$ cat src/rtl/sdram_aref_ctrl.sv
// SDRAM auto-refresh controller: tracks owed refreshes and, once granted,
// issues PRECHARGE-all followed by AUTO REFRESH until the debt is drained.
module sdram_aref_ctrl #(
   parameter int CNT_REF_MAX = 749,
   parameter int TRP_CLK     = 2,
   parameter int TRC_CLK     = 7,
   parameter int DEBT_MAX    = 8,
   parameter int ADDR_W      = 13,
   parameter int BA_W        = 2
) (
   input  logic              sys_clk,
   input  logic              sys_rst,
   input  logic              init_end,
   input  logic              aref_en,
   output logic              aref_req,
   output logic              aref_urgent,
   output logic [3:0]        aref_cmd,
   output logic [BA_W-1:0]   aref_ba,
   output logic [ADDR_W-1:0] aref_addr,
   output logic              aref_busy,
   output logic              aref_end,
   output logic [3:0]        debt_cnt,
   output logic              aref_ovf
);

   localparam int CNT_W  = (CNT_REF_MAX < 1) ? 1 : $clog2(CNT_REF_MAX + 1);
   localparam int WMAX   = (TRC_CLK > TRP_CLK) ? TRC_CLK : TRP_CLK;
   localparam int WAIT_W = ($clog2(WMAX + 1) < 3) ? 3 : $clog2(WMAX + 1);

   localparam logic [3:0] CMD_NOP  = 4'b0111;
   localparam logic [3:0] CMD_PRE  = 4'b0010;
   localparam logic [3:0] CMD_AREF = 4'b0001;

   typedef enum logic [2:0] {
      IDLE, PCHA, TRP, AREF, TRC, END
   } state_t;

   state_t             state;
   logic [CNT_W-1:0]   cnt_ref;
   logic [WAIT_W-1:0]  cnt_wait;
   logic               tick;
   logic               dec;

   assign tick = init_end && (cnt_ref == CNT_W'(CNT_REF_MAX));
   assign dec  = (state == AREF);

   always_ff @(posedge sys_clk) begin
      if (sys_rst) begin
         cnt_ref <= '0;
      end else if (init_end) begin
         cnt_ref <= tick ? '0 : cnt_ref + CNT_W'(1);
      end
   end

   // A tick and a refresh in the same cycle cancel out.
   always_ff @(posedge sys_clk) begin
      if (sys_rst) begin
         debt_cnt <= '0;
         aref_ovf <= 1'b0;
      end else if (tick && !dec) begin
         if (debt_cnt == 4'(DEBT_MAX))
            aref_ovf <= 1'b1;
         else
            debt_cnt <= debt_cnt + 4'd1;
      end else if (dec && !tick && debt_cnt != '0) begin
         debt_cnt <= debt_cnt - 4'd1;
      end
   end

   always_ff @(posedge sys_clk) begin
      if (sys_rst) begin
         state    <= IDLE;
         cnt_wait <= '0;
         aref_cmd <= CMD_NOP;
      end else begin
         cnt_wait <= cnt_wait + WAIT_W'(1);
         unique case (state)
            IDLE: begin
               if (aref_en && init_end && debt_cnt != '0) begin
                  state    <= PCHA;
                  cnt_wait <= '0;
               end
            end
            PCHA: begin
               state    <= TRP;
               cnt_wait <= '0;
            end
            TRP: begin
               if (cnt_wait == WAIT_W'(TRP_CLK)) begin
                  state    <= AREF;
                  cnt_wait <= '0;
               end
            end
            AREF: begin
               state    <= TRC;
               cnt_wait <= '0;
            end
            // A tick landing on the last TRC cycle still gets served.
            TRC: begin
               if (cnt_wait == WAIT_W'(TRC_CLK)) begin
                  state    <= (debt_cnt != '0 || tick) ? AREF : END;
                  cnt_wait <= '0;
               end
            end
            END: begin
               state    <= IDLE;
               cnt_wait <= '0;
            end
            default: begin
               state    <= IDLE;
               cnt_wait <= '0;
            end
         endcase
         if (state == PCHA)
            aref_cmd <= CMD_PRE;
         else if (state == AREF)
            aref_cmd <= CMD_AREF;
         else
            aref_cmd <= CMD_NOP;
      end
   end

   assign aref_ba     = '1;
   assign aref_addr   = '1;
   assign aref_busy   = (state != IDLE);
   assign aref_end    = (state == END);
   assign aref_req    = (state == IDLE) && (debt_cnt != '0);
   assign aref_urgent = (debt_cnt >= 4'(DEBT_MAX - 1));

endmodule
$ cat config.mk
export PLATFORM = sky130hd
export DESIGN_NAME = sdram_aref_ctrl
export DESIGN_NICKNAME = d
export VERILOG_FILES = /design/src/rtl/sdram_aref_ctrl.sv
export SDC_FILE = /design/constraint.sdc
export NUM_CORES = 1
export LEC_CHECK = 0
export ABC_CLOCK_PERIOD_IN_PS = 3600
export BUFFER_PORTS_ARGS = -buffer_cell sky130_fd_sc_hd__buf_4
export CAP_MARGIN = 20
export CORE_MARGIN = 10
export CORE_UTILIZATION = 27
export DETAILED_ROUTE_END_ITERATION = 8
export HOLD_SLACK_MARGIN = 0.1
export PLACE_DENSITY = 0.46
export SYNTH_ARGS = -nofsm -noshare
export SYNTH_HDL_FRONTEND = slang
export SYNTH_SLANG_ARGS = --single-unit
$ cat constraint.sdc
create_clock -name sys_clk -period 3.6 [get_ports sys_clk]
set_clock_uncertainty 0.05 [all_clocks]
set_input_delay 0.72 -clock sys_clk [delete_from_list [all_inputs] [get_ports sys_clk]]
set_output_delay 0.72 -clock sys_clk [all_outputs]
set_load 0.01 [all_outputs]
==> impl_metrics.tcl, run 1 <==
set metrics [dict create \
    slew_viol_final 0 \
    initial_core_util_pct 28.1 \
    ys_seq_area_share_pct 33.2 \
    num_rows 26 \
    layout-area-overhead-vs-synth_pct 11.1 \
    dpl.hpwl_mm 2.35 \
    ctsResizeCount 0 \
    ys_ff_latch 24 \
    fmax_ghz 0.358 \
    synthDistinctLibCells 43 \
    io_pins 32 \
    num_antenna_cells 0 \
    powerDensity_nw_per_um2 305 \
    postCtsSetupRepairBufs 0 \
    dieArea_um2 8680 \
    cpPeakStageDelay_ns 0.73 \
    htreeDepth 1 \
    netlist_area_um2 1450 \
    cts.path.max_buffers 2 \
    setup_viol 0 \
    grt_pass1_vias 1088 \
    tns_ns 0 \
    cp.arrival_ns 2.91 \
    grt_antenna_before_repair 0 \
    final_common_cell "dfxtp_1" \
    nets 183 \
    start_kind "flop" \
    path_cells "ha_1 > nand4bb_4 > or4_2 > ha_1 > a21o_1 > a21o_1 > and3b_1 > o32ai_1" \
    tightest_slew_ns 0.905 \
    clock_sink_count 24 \
    path_class "reg -> reg" \
    drive_gt1_share_pct 17.6 \
    routed_wl_mm 2.93 \
    die_w_um 93.2 \
    min_period_over_period_pct 77.5 \
    power_leakage_nw 0.651 \
    drc 0 \
    synth_edf_count 0 \
    root_buffer "clkbuf_8" \
    irDropWorstVdd_mv 0.144 \
    grt.total_usage_pct 7.05 \
    hold_buffers 0 \
    clk_latency_ns 0.26 \
    hold_viol 0 \
    status "completed" \
    path_delay_family "simple AND/OR/NAND/NOR gates" \
    relSlewSlack_pct 39.1 \
    grt_max_degree 18 \
    cts_buffers 3 \
    critPathMaxFanout 6 \
    coreArea_um2 5140 \
    path_clk_slew_ns 0.08 \
    end_kind "flop" \
    syn_avg_cell_area_um2 9.10 \
    io_buffers 15 \
    required_ns 3.72 \
    final_cell_mix "dfxtp_1, nor2_1, conb_1, buf_4" \
    drt_pre_antenna_iters 4 \
    drtIter0Drc 46 \
    path_buf_inv 0 \
    post-route-util_pct 31.3 \
    ys_async_sr_fraction_pct 0 \
    slowest_stage "or4_2" \
    ant_nets 0 \
    place.gp.congestion 0.783 \
    avgViaCountPerCell 4.46 \
    ys.flop_type "dfxtp_1" \
    hold_path.class "reg -> reg" \
    wl_per_cell_um 12.2 \
    yosysWarnings 0 \
    dr_total_vias 1071 \
    syn_inst 159 \
    cts_tree "yes" \
    max-cap-violations 0 \
    rsz0062_at_grt "false" \
    grt_pass1_wl_mm 5.02 \
    die_h_um 93.2 \
    period_needed_ns 2.79 \
    gr-total-overflow 0 \
]
==> path summary, 6_finish.rpt <==
kind          startpoint     endpoint  slack (ns)  cells past startpoint
min          cnt_wait[0]  cnt_wait[0]        0.43                      1
max reg2reg   cnt_ref[0]  debt_cnt[3]        0.81                      8
max           cnt_ref[0]  debt_cnt[3]        0.81                      8
min reg2reg  cnt_wait[0]  cnt_wait[0]        0.43                      1
==> layout make-up <==
cell class / instances / area, µm²
Fill cell: 555 / 3530
Multi-Input combinational cell: 124 / 860
Sequential cell: 24 / 480
Timing Repair Buffer: 15 / 113
Tap cell: 70 / 87.6
Clock buffer: 4 / 55.1
Inverter: 3 / 11.3
==> registers in the layout, summed over array words and instances, names as in the netlist <==
register  count
state         3
aref_ovf      1
aref_cmd      3
cnt_wait      3
cnt_ref      10
debt_cnt      4
==> synth_stat cells (all sizes together), types with 3 or more instances <==
library cell	count	area, µm²
nor2b	4	25.0
xor2	3	26.3
xnor2	7	61.3
nand4	3	33.8
ha	7	87.6
inv	3	11.3
nand3b	3	22.5
nand2	7	26.3
a21oi	4	20.0
dfxtp	24	480
o31ai	3	22.5
nor3	6	30.0
buf	20	140
nand3	3	15.0
nand2b	6	37.5
nor4	3	18.8
and3b	3	26.3
nor2	20	75.1
==> logic make-up (layout without fill, tap and decap cells) <==
logic type                 count (synthesis)  after routing  synth area share [%]
AOI/OAI and AO/OA                         18             18                  9.26
xor gates and xnor gates                  10             10                  6.06
adders and majority gates                  8              8                  7.44
buffers and inverters                     25             22                  11.0
DFF                                       24             24                  33.2
muxes                                      4              4                  4.33
other                                      2             16                 0.519
and+or+nand+nor                           68             68                  28.2
==> through the flow <==
stage	hold WS (ns)	setup WS, ns	area (µm²)	cells	power [mW]
after global placement	0.404	0.792	1550	236	0.310
after global routing	0.447	0.618	1610	240	0.514
after detailed placement	0.412	0.706	1550	236	0.313
after CTS	0.428	0.785	1610	240	0.499
final	0.428	0.808	1610	240	0.489
after floorplan	0.381	0.818	1500	173	0.317
==> power breakdown <==
part / internal, mW / switching [mW] / leakage, nW
Combinational: 0.0110 / 0.0212 / 0.428
Sequential: 0.270 / 0.00462 / 0.194
Clock: 0.0976 / 0.0851 / 0.0288
Total: 0.378 / 0.111 / 0.651
==> per-layer routing <==
layer | up-vias | part of all wire (%) | wire length, µm | GRT usage, %
met2 | 25 | 51 | 1500 | 12.9
met3 | 4 | 5.3 | 155 | 2.00
li1 | 540 | - | - | -
met4 | 0 | 2.0 | 60 | 3.47
met5 | - | 0 | 0 | 0
met1 | 502 | 42 | 1220 | 7.17
Power figures use the tool's default switching activity.
==> inputs of run 2 (changes only) <==
- ABC_AREA: unset -> 1
- ABC_CLOCK_PERIOD_IN_PS: 3600 -> 2900
- clock period: 3.6 -> 2.9 ns (I/O delays scaled with it)
==> run 2 against run 1 <==
Compared with the run above: hold slack worse by 0.0081 ns; count of clock-buffer cells in the layout fell by 1; cell count is 16% higher; critical path depth is 8 higher; power up 16%; synthesized area down 1.8%; global-route usage down 0.14 points; sequential cell count stayed put.
==> impl_metrics.tcl, run 2 <==
set metrics [dict create \
    fillers 580 \
    clk_latency_ns 0.26 \
    ctsResizeCount 0 \
    hold_viol 0 \
    required_ns 3.01 \
    drtIter0Drc 63 \
    io_pins 32 \
    synth_top_area_share_pct 33.8 \
    tns_ns 0 \
    netlist_area_um2 1420 \
    cts_buffers 3 \
    ys_async_sr_fraction_pct 0 \
    synth.most_common_cell "nand2_1" \
    setup_viol 0 \
    drt_pre_antenna_iters 4 \
    synthDistinctLibCells 32 \
    grt_pass1_wl_mm 4.92 \
    layout-area-overhead-vs-synth_pct 12.2 \
    num_rows 26 \
    gr-total-overflow 0 \
    grt_pass1_vias 1074 \
    top_register "cnt_ref" \
    wl_met1_mm 1.45 \
    initial_core_util_pct 27.8 \
    syn_avg_cell_area_um2 7.36 \
    synthTopCellsByArea "dfxtp_1, buf_4, nand2_1" \
    nets 223 \
    postCtsSetupRepairBufs 0 \
    wl_met2_mm 1.24 \
    final_cell_mix "nand2_1, dfxtp_1, inv_1, nor2_1, conb_1" \
    path_clk_slew_ns 0.08 \
    drive_gt1_share_pct 19.6 \
    cts_tree "yes" \
    dr_total_vias 1190 \
    timing.hold.ws_ns 0.420 \
    final_cells 279 \
    period_needed_ns 2.14 \
    path_class "reg -> reg" \
    hold_buffers 0 \
    wl_met3_um 241 \
    die_w_um 92.5 \
    grt_max_degree 13 \
    top_layer "met4" \
    routed_wl_mm 2.97 \
    hold_path.class "reg -> reg" \
    synthTopCellsByCount "nand2_1, dfxtp_1, inv_1, nor2_1, buf_4" \
    dieArea_um2 8560 \
    cp.arrival_ns 2.25 \
    place_inst 276 \
    htreeDepth 1 \
    ys_ff_latch 24 \
    max-cap-violations 0 \
    largest_reg_flops 10 \
    cts.path.max_buffers 2 \
    min_path_cells 1 \
    wl_per_cell_um 10.7 \
    drc 0 \
    place.gp.congestion 0.777 \
    powerDensity_nw_per_um2 357 \
    synth_top_cell_by_area "dfxtp_1" \
    reg2reg_slack_ns 0.76 \
    holdPathEnd "cnt_wait[0]" \
    grt_antenna_before_repair 0 \
    grt.total_usage_pct 6.91 \
    power_leakage_nw 0.689 \
    avgViaCountPerCell 4.27 \
    critPathMaxFanout 3 \
    post-route-util_pct 31.2 \
    rsz0062_at_grt "false" \
    syn_inst 193 \
    root_buffer "clkbuf_8" \
    ant_nets 0 \
    io_buffers 15 \
    reg2reg_from "cnt_ref[1]" \
    irDropWorstVdd_mv 0.149 \
    min_from "cnt_wait[0]" \
    ys_seq_area_share_pct 33.8 \
    rr_endpoint "debt_cnt[3]" \
    fmax_ghz 0.467 \
    min_period_over_period_pct 73.9 \
    slew_viol_final 0 \
    ys.flop_type "dfxtp_1" \
    clock_sink_count 24 \
    dpl.hpwl_mm 2.41 \
    status "completed" \
    largestRegisters "cnt_ref (10), debt_cnt (4)" \
    end_kind "flop" \
    reg2regPathDepth 16 \
    yosysWarnings 0 \
    final_common_cell "nand2_1" \
    coreArea_um2 5110 \
    synth_edf_count 0 \
    num_antenna_cells 0 \
    start_kind "flop" \
    die_h_um 92.5 \
]
==> run 2: cell count changes after synthesis, sizes merged, moves of 4 or more <==
cell	delta
nor3	+5
xnor2	-7
nor2b	-4
nand2b	-6
nor2	+6
nand2	+28
inv	+24
buf	-4
nand3	+9
o21ai	+7
a21oi	+5
==> run 2: report_power, final <==
group,internal [mW],switching (mW),total (mW)
registers,0.335,0.00446,0.340
logic,0.0109,0.0283,0.0392
clock network,0.0926,0.0969,0.190
==> run 2: metrics by stage <==
step | power [mW] | area (µm²) | setup WS, ns
final | 0.569 | 1590 | 0.758
after global routing | 0.601 | 1590 | 0.505
after CTS | 0.579 | 1590 | 0.746
after detailed placement | 0.387 | 1550 | 0.534
after global placement | 0.386 | 1550 | 0.591
after floorplan | 0.389 | 1470 | 0.862
==> run 2: cell type report <==
| type | count | area, µm² | share of cell area [%] |
|---|---|---|---|
| multi-input cells | 139 | 767 | 48.1 |
| flip-flops and latches | 24 | 480 | 30.1 |
| repair buffers | 15 | 113 | 7.06 |
| inverters | 28 | 105 | 6.59 |
| well taps | 70 | 87.6 | 5.49 |
| clock buffers | 3 | 41.3 | 2.59 |
==> run 2: worst max path at each step <==
| stage | endpoint | from | slack (ns) |
|---|---|---|---|
| global placement | debt_cnt[3] | init_end | 0.59 |
| CTS | debt_cnt[3] | cnt_ref[1] | 0.75 |
| floorplan | debt_cnt[3] | init_end | 0.86 |
| global route | debt_cnt[3] | cnt_ref[1] | 0.50 |
| detailed placement | debt_cnt[3] | init_end | 0.53 |
| finish | debt_cnt[3] | cnt_ref[1] | 0.76 |
==> run 2: logic make-up after synthesis <==
group                    synth area share, %
AND/OR/NAND/NOR                         30.4
buffers and inverters                   15.9
flip-flops                              33.8
AO/OA/AOI/OAI                           10.6
adder cells (fa/ha/maj)                 7.58
XOR/XNOR                                1.23
other                                  0.529
==> run 2: per-layer routing <==
metal  track usage [%]  vias to the layer above
li1                  -                      619
met1              9.40                      529
met2              9.88                       40
met3              1.86                        2
met4              3.08                        0
met5                 0                        -
==> run 2: critical path, cell delays in order, from the launching register on <==
cell and delay, ns:
dfxtp_1 0.34, inv_1 0.09, ha_1 0.19, nand3_1 0.10
nor2_2 0.17, nand2_1 0.13, ha_1 0.34, nand2_1 0.08
nand2_1 0.04, nor2_1 0.13, inv_1 0.05, nand2_1 0.06
nand2_1 0.05, inv_1 0.06, nand3_1 0.06, nand2_1 0.06
nor2_1 0.04
==> inputs of run 3 (changes only) <==
- ABC_AREA: 1 -> 0
- ABC_CLOCK_PERIOD_IN_PS: 2900 -> 2060
- clock period: 2.9 -> 2.06 ns (I/O delays scaled with it)
==> run 3 against run 2 <==
Compared with the run above: the run now ends with setup timing left; critical path type unchanged; power grew 44%; cell count shrank 5.7%; critical endpoint is now debt_cnt[2]; highest routed layer unchanged; maximum frequency shrank 2.6%; register-to-register slack lost 0.90 ns; clock power grew 45%; hold slack lost 0.035 ns; utilization grew 4.5 points; non-clock buffer count grew 24; first-iteration DRC count shrank 79%; sequential power grew 41%.
==> impl_metrics.tcl, run 3 (synthesized netlist as in run 1, its figures left out) <==
set metrics [dict create \
    setup_viol 3 \
    final_common_cell "buf_4" \
    gr-total-overflow 0 \
    path_buf_inv 2 \
    grt_max_degree 18 \
    fmax_ghz 0.455 \
    ant_nets 0 \
    reg2reg_slack_ns -0.14 \
    die_h_um 93.2 \
    path_clk_slew_ns 0.08 \
    largest_reg_flops 10 \
    grt_antenna_before_repair 0 \
    hold_viol 0 \
    hold_buffers 0 \
    tightest_slew_ns 0.489 \
    total_power_mw 0.820 \
    relSlewSlack_pct 67.1 \
    routed_wl_mm 3.13 \
    io_buffers 15 \
    min_from "sys_rst" \
    cp.arrival_ns 2.31 \
    grt_pass1_vias 1139 \
    die_w_um 93.2 \
    nets 207 \
    min_path_cells 2 \
    wl_per_cell_um 11.9 \
    path_delay_family "simple AND/OR/NAND/NOR gates" \
    cts_buffers 3 \
    crit_start "cnt_ref[1]" \
    end_kind "flop" \
    cts_tree "yes" \
    grt.total_usage_pct 7.14 \
    tns_ns -0.339 \
    layout-area-overhead-vs-synth_pct 26.7 \
    final_cells 263 \
    dieArea_um2 8680 \
    largestRegisters "cnt_ref (10), debt_cnt (4)" \
    drc 0 \
    num_rows 26 \
    slowest_stage "or4_4" \
    min_period_over_period_pct 107 \
    required_ns 2.17 \
    io_pins 32 \
    drt_pre_antenna_iters 4 \
    fin_ws_ns -0.139 \
    place.gp.congestion 0.733 \
    htreeDepth 1 \
    avgViaCountPerCell 4.38 \
    top_register "cnt_ref" \
    hold_path.class "in -> reg" \
    cts.path.max_buffers 2 \
    clock_sink_count 24 \
    clk_latency_ns 0.26 \
    irDropWorstVdd_mv 0.292 \
    drive_gt1_share_pct 31.6 \
    power_leakage_nw 0.772 \
    initial_core_util_pct 28.1 \
    timing.hold.ws_ns 0.384 \
    grt_pass1_wl_mm 5.15 \
    slew_viol_final 0 \
    max-cap-violations 0 \
    period_needed_ns 2.20 \
    drtIter0Drc 13 \
    dpl.hpwl_mm 2.48 \
    path_cells "inv_2 > ha_4 > nand4bb_4 > or4_4 > buf_4 > fa_2 > xnor2_1 > nor2_1 > mux2_4" \
    final_cell_mix "buf_4, dfxtp_1, nor2_1, conb_1" \
    critPathMaxFanout 3 \
    num_antenna_cells 0 \
    post-route-util_pct 35.7 \
    coreArea_um2 5140 \
    place_inst 255 \
    holdPathEnd "cnt_ref[0]" \
    rr_endpoint "debt_cnt[2]" \
    cpPeakStageDelay_ns 0.47 \
    start_kind "flop" \
    powerDensity_nw_per_um2 447 \
    status "finished with violations" \
    dr_total_vias 1151 \
    reg2reg_from "cnt_ref[1]" \
    violations "setup timing" \
    root_buffer "clkbuf_8" \
    rsz0062_at_grt "true" \
    path_class "reg -> reg" \
    reg2regPathDepth 9 \
]
-- run 3: metrics by stage --
| step | setup slack (ns) | cell area [µm²] |
|---|---|---|
| floorplan | -0.161 | 1530 |
| global route | -0.213 | 1830 |
| global placement | -0.163 | 1710 |
| detailed placement | -0.207 | 1710 |
| finish | -0.139 | 1830 |
| CTS | -0.161 | 1780 |
-- run 3: worst max path at each step --
stage / endpoint / slack [ns] / cells past startpoint
after CTS: debt_cnt[3] / -0.16 / 9
after global routing: debt_cnt[3] / -0.21 / 9
after floorplan: debt_cnt[3] / -0.16 / 8
after detailed placement: debt_cnt[3] / -0.21 / 8
after global placement: debt_cnt[3] / -0.16 / 8
final: debt_cnt[2] / -0.14 / 9
-- run 3: metal layers --
metal	GRT usage, %	routed length, µm	up-vias
met4	1.54	22	0
li1	-	-	587
met5	0	0	-
met3	2.80	152	2
met1	8.16	1430	542
met2	12.3	1530	20
-- run 3: layout make-up --
type	count	area, µm²
clock buffer	3	41.3
fill	555	3310
tap	70	87.6
timing repair buffer	39	300
inverter	3	11.3
sequential	24	483
multi-input combinational	124	910
-- run 3: timing repair --
action / in CTS / in global routing
gates resized for setup: 4 / 4
setup endpoints to repair: 2 / 4
pin swaps: 3 / 2
buffers inserted: 1 / 5
cloned: 0 / 0
-- run 3: report_power, final --
| group | switching [mW] | leakage (nW) | total [mW] | internal, mW |
|---|---|---|---|---|
| Combinational | 0.0417 | 0.555 | 0.0672 | 0.0255 |
| Clock | 0.145 | 0.0216 | 0.275 | 0.131 |
| Sequential | 0.00543 | 0.195 | 0.478 | 0.472 |
